[src/rtl/ff_pkg.sv]
// Shared pointer types and binary/gray conversion helpers for the FIFO pointer logic.
// Narrower pointers are zero-extended into ptr_t and size-cast back after conversion.
package ff_pkg;

   localparam int MAX_PTR_W = 15;

   typedef logic [MAX_PTR_W:0] ptr_t;

   function automatic ptr_t bin2gry(input ptr_t b);
      return b ^ (b >> 1);
   endfunction

   function automatic ptr_t gry2bin(input ptr_t g);
      ptr_t b;
      b[MAX_PTR_W] = g[MAX_PTR_W];
      for (int i = MAX_PTR_W - 1; i >= 0; i--) begin
         b[i] = b[i+1] ^ g[i];
      end
      return b;
   endfunction

endpackage

[src/rtl/gry_ptr.sv]
// Binary+gray pointer pair with wrap bit; registered outputs update 1 cycle after inc/clr.
// No backpressure: inc must already be qualified by the caller, clr overrides inc.
module gry_ptr
   import ff_pkg::*;
#(
   parameter int PTR_W = 4
) (
   input  logic             clk,
   input  logic             rst_n,
   input  logic             clr,
   input  logic             inc,
   output logic [PTR_W:0]   bin,
   output logic [PTR_W:0]   bin_nxt,
   output logic [PTR_W:0]   gry,
   output logic [PTR_W:0]   gry_nxt
);

   localparam int W1 = PTR_W + 1;

   always_comb begin
      bin_nxt = clr ? '0 : bin + W1'(inc);
      gry_nxt = W1'(bin2gry(ptr_t'(bin_nxt)));
   end

   always_ff @(posedge clk or negedge rst_n) begin
      if (!rst_n) begin
         bin <= '0;
         gry <= '0;
      end else begin
         bin <= bin_nxt;
         gry <= gry_nxt;
      end
   end

endmodule

[src/rtl/sync_ff_ptr_ctrl.sv]
// Single-clock FIFO pointer controller: acks same cycle, pointers/flags/occ 1 cycle later.
// Writes are refused while full and reads while empty; flush clears both pointers.
module sync_ff_ptr_ctrl
   import ff_pkg::*;
#(
   parameter int PTR_W     = 4,
   parameter int AFULL_TH  = 2**PTR_W - 2,
   parameter int AEMPTY_TH = 2
) (
   input  logic             clk,
   input  logic             rst_n,
   input  logic             flush,
   input  logic             wr_en,
   input  logic             rd_en,
   output logic             wr_ack,
   output logic             rd_ack,
   output logic [PTR_W-1:0] wr_addr,
   output logic [PTR_W-1:0] rd_addr,
   output logic [PTR_W:0]   wr_ptr_gry,
   output logic [PTR_W:0]   rd_ptr_gry,
   output logic             full,
   output logic             empty,
   output logic             almost_full,
   output logic             almost_empty,
   output logic [PTR_W:0]   occ,
   output logic             ovrflw,
   output logic             undrflw
);

   localparam int             W1       = PTR_W + 1;
   localparam logic [PTR_W:0] AFULL_V  = W1'(AFULL_TH);
   localparam logic [PTR_W:0] AEMPTY_V = W1'(AEMPTY_TH);

   logic [PTR_W:0] wr_bin, wr_bin_nxt, wr_gry_nxt;
   logic [PTR_W:0] rd_bin, rd_bin_nxt, rd_gry_nxt;
   logic [PTR_W:0] occ_nxt;
   logic           empty_nxt, full_nxt;

   assign wr_ack = wr_en & ~full  & ~flush;
   assign rd_ack = rd_en & ~empty & ~flush;

   gry_ptr #(.PTR_W(PTR_W)) u_wr_ptr (
      .clk     (clk),
      .rst_n   (rst_n),
      .clr     (flush),
      .inc     (wr_ack),
      .bin     (wr_bin),
      .bin_nxt (wr_bin_nxt),
      .gry     (wr_ptr_gry),
      .gry_nxt (wr_gry_nxt)
   );

   gry_ptr #(.PTR_W(PTR_W)) u_rd_ptr (
      .clk     (clk),
      .rst_n   (rst_n),
      .clr     (flush),
      .inc     (rd_ack),
      .bin     (rd_bin),
      .bin_nxt (rd_bin_nxt),
      .gry     (rd_ptr_gry),
      .gry_nxt (rd_gry_nxt)
   );

   assign wr_addr = wr_bin[PTR_W-1:0];
   assign rd_addr = rd_bin[PTR_W-1:0];

   // Full: pointers differ only in the two gray MSBs (wrap bit set apart by one lap).
   always_comb begin
      occ_nxt   = wr_bin_nxt - rd_bin_nxt;
      empty_nxt = (wr_gry_nxt == rd_gry_nxt);
      full_nxt  = (wr_gry_nxt == {~rd_gry_nxt[PTR_W:PTR_W-1], rd_gry_nxt[PTR_W-2:0]});
   end

   always_ff @(posedge clk or negedge rst_n) begin
      if (!rst_n) begin
         occ          <= '0;
         empty        <= 1'b1;
         almost_empty <= 1'b1;
         full         <= 1'b0;
         almost_full  <= 1'b0;
         ovrflw       <= 1'b0;
         undrflw      <= 1'b0;
      end else begin
         occ          <= occ_nxt;
         empty        <= empty_nxt;
         full         <= full_nxt;
         almost_full  <= (occ_nxt >= AFULL_V);
         almost_empty <= (occ_nxt <= AEMPTY_V);
         ovrflw       <= wr_en & full;
         undrflw      <= rd_en & empty;
      end
   end

   // Exported gray pointers must always be the exact encoding of the binary pointers.
   wr_gry_consistent: assert property (@(posedge clk) disable iff (!rst_n)
      wr_ptr_gry == W1'(bin2gry(ptr_t'(wr_bin))));
   rd_gry_consistent: assert property (@(posedge clk) disable iff (!rst_n)
      rd_bin == W1'(gry2bin(ptr_t'(rd_ptr_gry))));

endmodule

[config.mk]
export PLATFORM = sky130hd
export DESIGN_NAME = sync_ff_ptr_ctrl
export DESIGN_NICKNAME = d
export VERILOG_FILES = /design/src/rtl/ff_pkg.sv /design/src/rtl/gry_ptr.sv /design/src/rtl/sync_ff_ptr_ctrl.sv
export SDC_FILE = /design/constraint.sdc
export NUM_CORES = 1
export LEC_CHECK = 0
export ABC_AREA = 1
export CAP_MARGIN = 20
export CELL_PAD_IN_SITES_DETAIL_PLACEMENT = 0
export CELL_PAD_IN_SITES_GLOBAL_PLACEMENT = 1
export CORE_ASPECT_RATIO = 0.5
export CORE_MARGIN = 4
export CORE_UTILIZATION = 44
export DETAILED_ROUTE_END_ITERATION = 8
export DONT_BUFFER_PORTS = 1
export PLACE_DENSITY_LB_ADDON = 0.08
export SYNTH_ARGS = -nofsm -noshare
export SYNTH_HDL_FRONTEND = slang
export SYNTH_SLANG_ARGS = --single-unit
[constraint.sdc]
create_clock -name clk -period 2.9 [get_ports clk]
set_input_delay 0.58 -clock clk [delete_from_list [all_inputs] [get_ports clk]]
set_output_delay 0.58 -clock clk [all_outputs]
set_load 0.01 [all_outputs]
==> results of run 1 <==
[cell usage in the layout (no fill, tap or decap), types with 2 or more instances in the layout]
| cell | netlist | routed |
|---|---|---|
| nand2_1 | 87 | 87 |
| inv_1 | 27 | 27 |
| dfrtp_1 | 27 | 27 |
| nand3_1 | 19 | 19 |
| nor2_1 | 12 | 12 |
| ha_1 | 7 | 7 |
| clkbuf_8 | 0 | 5 |
| nand4_1 | 4 | 4 |
| nor2_2 | 4 | 4 |
| buf_4 | 0 | 4 |
| nand2_2 | 3 | 3 |
| inv_2 | 2 | 2 |
| nor2_4 | 2 | 2 |
| dfstp_2 | 2 | 2 |
| bufinv_16 | 0 | 2 |
[layout make-up]
type | count | area (um^2) | area share (%)
flip-flops and latches | 29 | 728 | 40.5
well taps | 48 | 60.1 | 3.34
inverters | 29 | 109 | 6.06
multi-input cells | 144 | 716 | 39.8
repair buffers | 5 | 50.0 | 2.79
clock inverters | 3 | 65.1 | 3.62
clock buffers | 5 | 68.8 | 3.83
[report_power, final]
group          switching, mW  total, mW  internal [mW]  leakage (nW)
registers             0.0269      0.462          0.435         0.392
logic                 0.0552     0.0840         0.0288         0.566
clock network          0.161      0.502          0.341        0.0681
[flip-flops by register name, indices dropped and copies added (netlist names)]
signal	count
u_rd_ptr.bin	5
almost_empty	1
full	1
u_wr_ptr.bin	5
almost_full	1
empty	1
undrflw	1
ovrflw	1
u_rd_ptr.gry	4
occ	5
u_wr_ptr.gry	4
[worst paths after layout]
| path | to | cells past startpoint | slack, ps |
|---|---|---|---|
| hold reg to reg | undrflw | 2 | 520 |
| setup reg to reg | almost_full | 12 | 480 |
| setup / recovery | almost_full | 12 | 480 |
| hold / removal | u_rd_ptr.bin[3] | 1 | 110 |
| min in group clk | u_wr_ptr.bin[0] | 1 | 390 |
| max in group asynchronous | u_rd_ptr.bin[2] | 1 | 2630 |
[logic make-up after synthesis]
family          after synthesis  share of synthesized area (%)
flops                        29                           46.6
buf+inv                      30                           7.68
compound gates                2                          0.800
simple gates                134                           38.1
fa+ha+maj                     8                           6.88
[worst max-delay path, stage by stage, from the launching register on]
cell      delay (ps)
dfstp_2          580
nor2_1            80
ha_1             210
ha_1             360
nand2_1          180
ha_1             330
a21o_1           170
nand2_1           70
nand3b_1          80
nand2_1          110
inv_2             40
nand3_1           60
nand2_1           50
[per-stage QoR]
| step | area (um^2) | util (%) | hold WS (ps) |
|---|---|---|---|
| after detailed placement | 1640 | 51.5 | 285 |
| after global routing | 1800 | 56.4 | 98.9 |
| after CTS | 1800 | 56.4 | 109 |
| after floorplan | 1560 | - | 284 |
| final | 1800 | 56.4 | 112 |
| after global placement | 1640 | 51.5 | 285 |
[per-layer routing]
layer  global-route usage (%)  part of all wire, %
met1                     25.4                   55
met5                        0                    0
met3                     7.01                  8.3
met2                     21.6                   36
met4                     6.65                  1.2
==> results.toml, run 1 <==
[status]
status = "completed"

[detailed_routing]
route.detailed.drc = 0
drt_first_pass_iters = 4
routed_wirelength_mm = 3.65
first_iter_violations = 38
antenna_left = 0
vias = 1242
routedWlPerCell_um = 13.9
vias_per_cell = 4.72

[logic_synthesis]
ys_warn_count = 0
synth_cells = 203
synth_cell_types = 19
synth_common_cells = "87 x nand2_1, 27 x dfrtp_1, 27 x inv_1"
synth_edf_count = 0
ys_seq_area_share_pct = 46.6
synth-seq-cells = 29
async_flop_share_pct = 100
synth.top_cell.area_share_pct = 43.2
synth_area_um2 = 1560
synth_area_leader_cell = "dfrtp_1"
ys_top_cells_by_area = "dfrtp_1 43%, nand2_1 21%, inv_1 6.5%"
yosysMostFrequentCell = "nand2_1"
synth_fp_nets = 216
ys.flop_type = "dfrtp_1"
avgSynthCellArea_um2 = 7.70

[clock_network]
post_cts_buffers = 0
numCtsBuffers = 5
ctsLongestPathBuffers = 2
clkTransAtPathRegs_ps = 70
cts_root_buf = "clkbuf_8"
post_cts_resized = 0
cts.sinks = 29
clk_latency_ps = 280
tritoncts = "done"
hold_buffers = 1
h-tree-depth = 2

[die]
initial_core_util_pct = 49.1
die_area_um2 = 4630
top_level_ports = 36
num_rows = 14
die_y_um = 50.2
core_area_um2 = 3190
fp.dieW_um = 92.3

[placement]
port_buffers = 0
pre_cts_slack_ps = 217
dp_cells = 254
place.gp.congestion = 0.864
place_hpwl_mm = 2.66

[cells_and_area]
antenna_cells = 0
drive_gt1_share_pct = 13.0
fin_nets = 227
fillers = 310
fin_cells = 263
areaGrowthSynthToFinish_pct = 14.9

[timing]
max_freq_mhz = 414
finClkSkew_ps = 5.62
tightest_slew_ps = 302
setup_ws_ps = 483
setup_tns_ps = 0
hold_viol = 0
timing.final.crit_share_pct = 83.3
setup_viol = 0
rsz0062_at_grt = "false"
finalCriticalPeriod_ps = 2420
maxSlewViolCount = 0
relSlewSlack_pct = 79.8

[global_route]
antenna_found_initial = 0
overflow = 0
grt_pass1_wl_mm = 5.79
first_global_vias = 1099
track_usage_pct = 17.1
grt_max_degree = 28

[power]
ir_worst_vdd_mv = 0.250
p_leak_nw = 1.03
power_mw = 1.05
power.density_nw_per_um2 = 583

[critical_path]
crit_arrival_ps = 2590
r2r_start = "empty"
cp-start-kind = "flip-flop"
required_ps = 3080
crit_path_max_fanout = 5
crit_start = "empty"
crit_path_end_kind = "flip-flop"
critical_path_class = "reg2reg"

[hold_path]
hold_path_class = "in2async"

[flow_run]
max-cap-violations = 0
Power figures use the tool's default switching activity.
==> inputs of run 2 (changes only) <==
==> constraint.sdc (replaced) <==
create_clock -name clk -period 2.3 [get_ports clk]
set_input_delay 0.46 -clock clk [delete_from_list [all_inputs] [get_ports clk]]
set_output_delay 0.46 -clock clk [all_outputs]
set_load 0.01 [all_outputs]
==> results.toml, run 2 (synthesis results as in run 1) <==
[die]
fp.dieW_um = 92.3
initial_core_util_pct = 49.1
die_y_um = 50.2
die_area_um2 = 4630
num_rows = 14
core_area_um2 = 3190
top_level_ports = 36

[global_route]
grt_max_degree = 28
first_global_vias = 1215
grt_pass1_wl_mm = 6.07
track_usage_pct = 17.7
overflow = 0
antenna_found_initial = 0

[timing]
tightest_slew_ps = 327
setup_viol = 0
finClkSkew_ps = 3.82
relSlewSlack_pct = 78.2
rsz0062_at_grt = "false"
max_freq_mhz = 470
finalCriticalPeriod_ps = 2130
maxSlewViolCount = 0
timing.final.crit_share_pct = 92.6
hold_viol = 0

[critical_path]
crit_arrival_ps = 2350
crit_path_max_fanout = 4
r2r_start = "empty"
cp-start-kind = "flip-flop"
crit_start = "empty"
required_ps = 2520
ff2ff_setup_slack_ps = 170
critical_path_class = "reg2reg"
crit_path_end_kind = "flip-flop"

[status]
status = "completed"

[power]
ir_worst_vdd_mv = 0.253
switching_share_pct = 26.5
clkPwrFrac_pct = 37.7
power_mw = 1.15
pwr-share-comb_pct = 11.9
p_leak_nw = 1.03
power.switching_mw = 0.305
share_seq_of_total_power_pct = 50.3
power.density_nw_per_um2 = 611
p_int_mw = 0.846

[cells_and_area]
antenna_cells = 0
fillers = 298
biggestRegsByFlops = "occ: 5 flops, u_rd_ptr.bin: 5 flops, u_wr_ptr.bin: 5 flops"
areaGrowthSynthToFinish_pct = 20.5
drive_gt1_share_pct = 21.6
mostFrequentLayoutCells = "84 x nand2_1, 26 x dfrtp_1, 24 x inv_1"
final_common_cell = "nand2_1"
fin_cells = 270
fin_nets = 234

[placement]
place_hpwl_mm = 2.94
port_buffers = 0
dp_cells = 260
place.gp.congestion = 0.816

[clock_network]
numCtsBuffers = 5
ctsLongestPathBuffers = 2
post_cts_buffers = 0
h-tree-depth = 2
cts_root_buf = "clkbuf_8"
clk_latency_ps = 280
clkTransAtPathRegs_ps = 60
tritoncts = "done"
cts.sinks = 29

[detailed_routing]
routed_wirelength_mm = 3.84
antenna_left = 0
drt_first_pass_iters = 4
route.detailed.drc = 0
vias_per_cell = 4.89
vias = 1319
routedWlPerCell_um = 14.2
first_iter_violations = 60

[hold_path]
hold_path_class = "in2async"

[flow_run]
max-cap-violations = 0
==> run 2: cell types whose count changed in the layout (fill, tap and decap cells not counted), sizes merged <==
cell,change
clkinv,-1
dlygate4sd3,+1
bufinv,-2
buf,+6
clkbuf,+3
==> run 2: final cells by class <==
cell class / instances / area [um^2] / share of cell area, %
inverter: 29 / 114 / 6.04
multi-input combinational: 144 / 786 / 41.7
clock buffer: 8 / 90.1 / 4.78
tap: 48 / 60.1 / 3.19
sequential: 29 / 729 / 38.7
timing repair buffer: 12 / 105 / 5.58
==> run 2: power groups by stage <==
stage               sequential (mW)  clock, mW  combinational (mW)
floorplan                     0.587          0              0.0836
global placement              0.589          0               0.119
detailed placement            0.589          0               0.122
CTS                           0.581      0.445               0.138
global route                  0.583      0.474               0.155
finish                        0.579      0.434               0.137
==> run 2: final timing paths <==
kind,end,cells after the start
max in group asynchronous,almost_full,2
max,almost_empty,12
min reg2reg,ovrflw,2
max reg2reg,almost_empty,12
min,empty,0
min in group clk,u_rd_ptr.bin[0],1
==> run 2: routing by layer <==
metal	track usage, %	vias to the layer above	share of wire [%]
met2	23.3	49	40
met3	7.01	7	9.3
met1	25.8	598	49
met4	6.65	0	1.0
li1	-	665	-
met5	0	-	0
==> run 2: repair_timing <==
action                                  CTS  global route
hold buffers                              2             0
hold endpoints to repair                 27             0
gates resized for setup                   0             4
endpoints found under the setup margin    0             2
==> run 2: worst max-delay path, stage by stage, from the launching register on <==
cell     delay (ps)
dfstp_2         540
nor2_2           50
ha_2            300
inv_1            70
nor2_4          120
ha_1            170
inv_2            50
fa_2            360
nand4_2         120
nand2_1          80
nand2_1          60
nand2_1          60
nor2_1           90
==> run 2: stage by stage <==
| step | util (%) | setup TNS, ps | hold WS [ps] | worst slack, ps | instance area [um^2] |
|---|---|---|---|---|---|
| final | 59.1 | 0 | 19.7 | 170 | 1880 |
| after global routing | 59.1 | 0 | 0.885 | 13.4 | 1880 |
| after CTS | 58.7 | 0 | 10.5 | 64.4 | 1870 |
| after detailed placement | 54.9 | 0 | 165 | 12.6 | 1750 |
| after global placement | 54.9 | -7.03 | 165 | -7.03 | 1750 |
| after floorplan | - | -2.54 | 164 | -2.54 | 1630 |
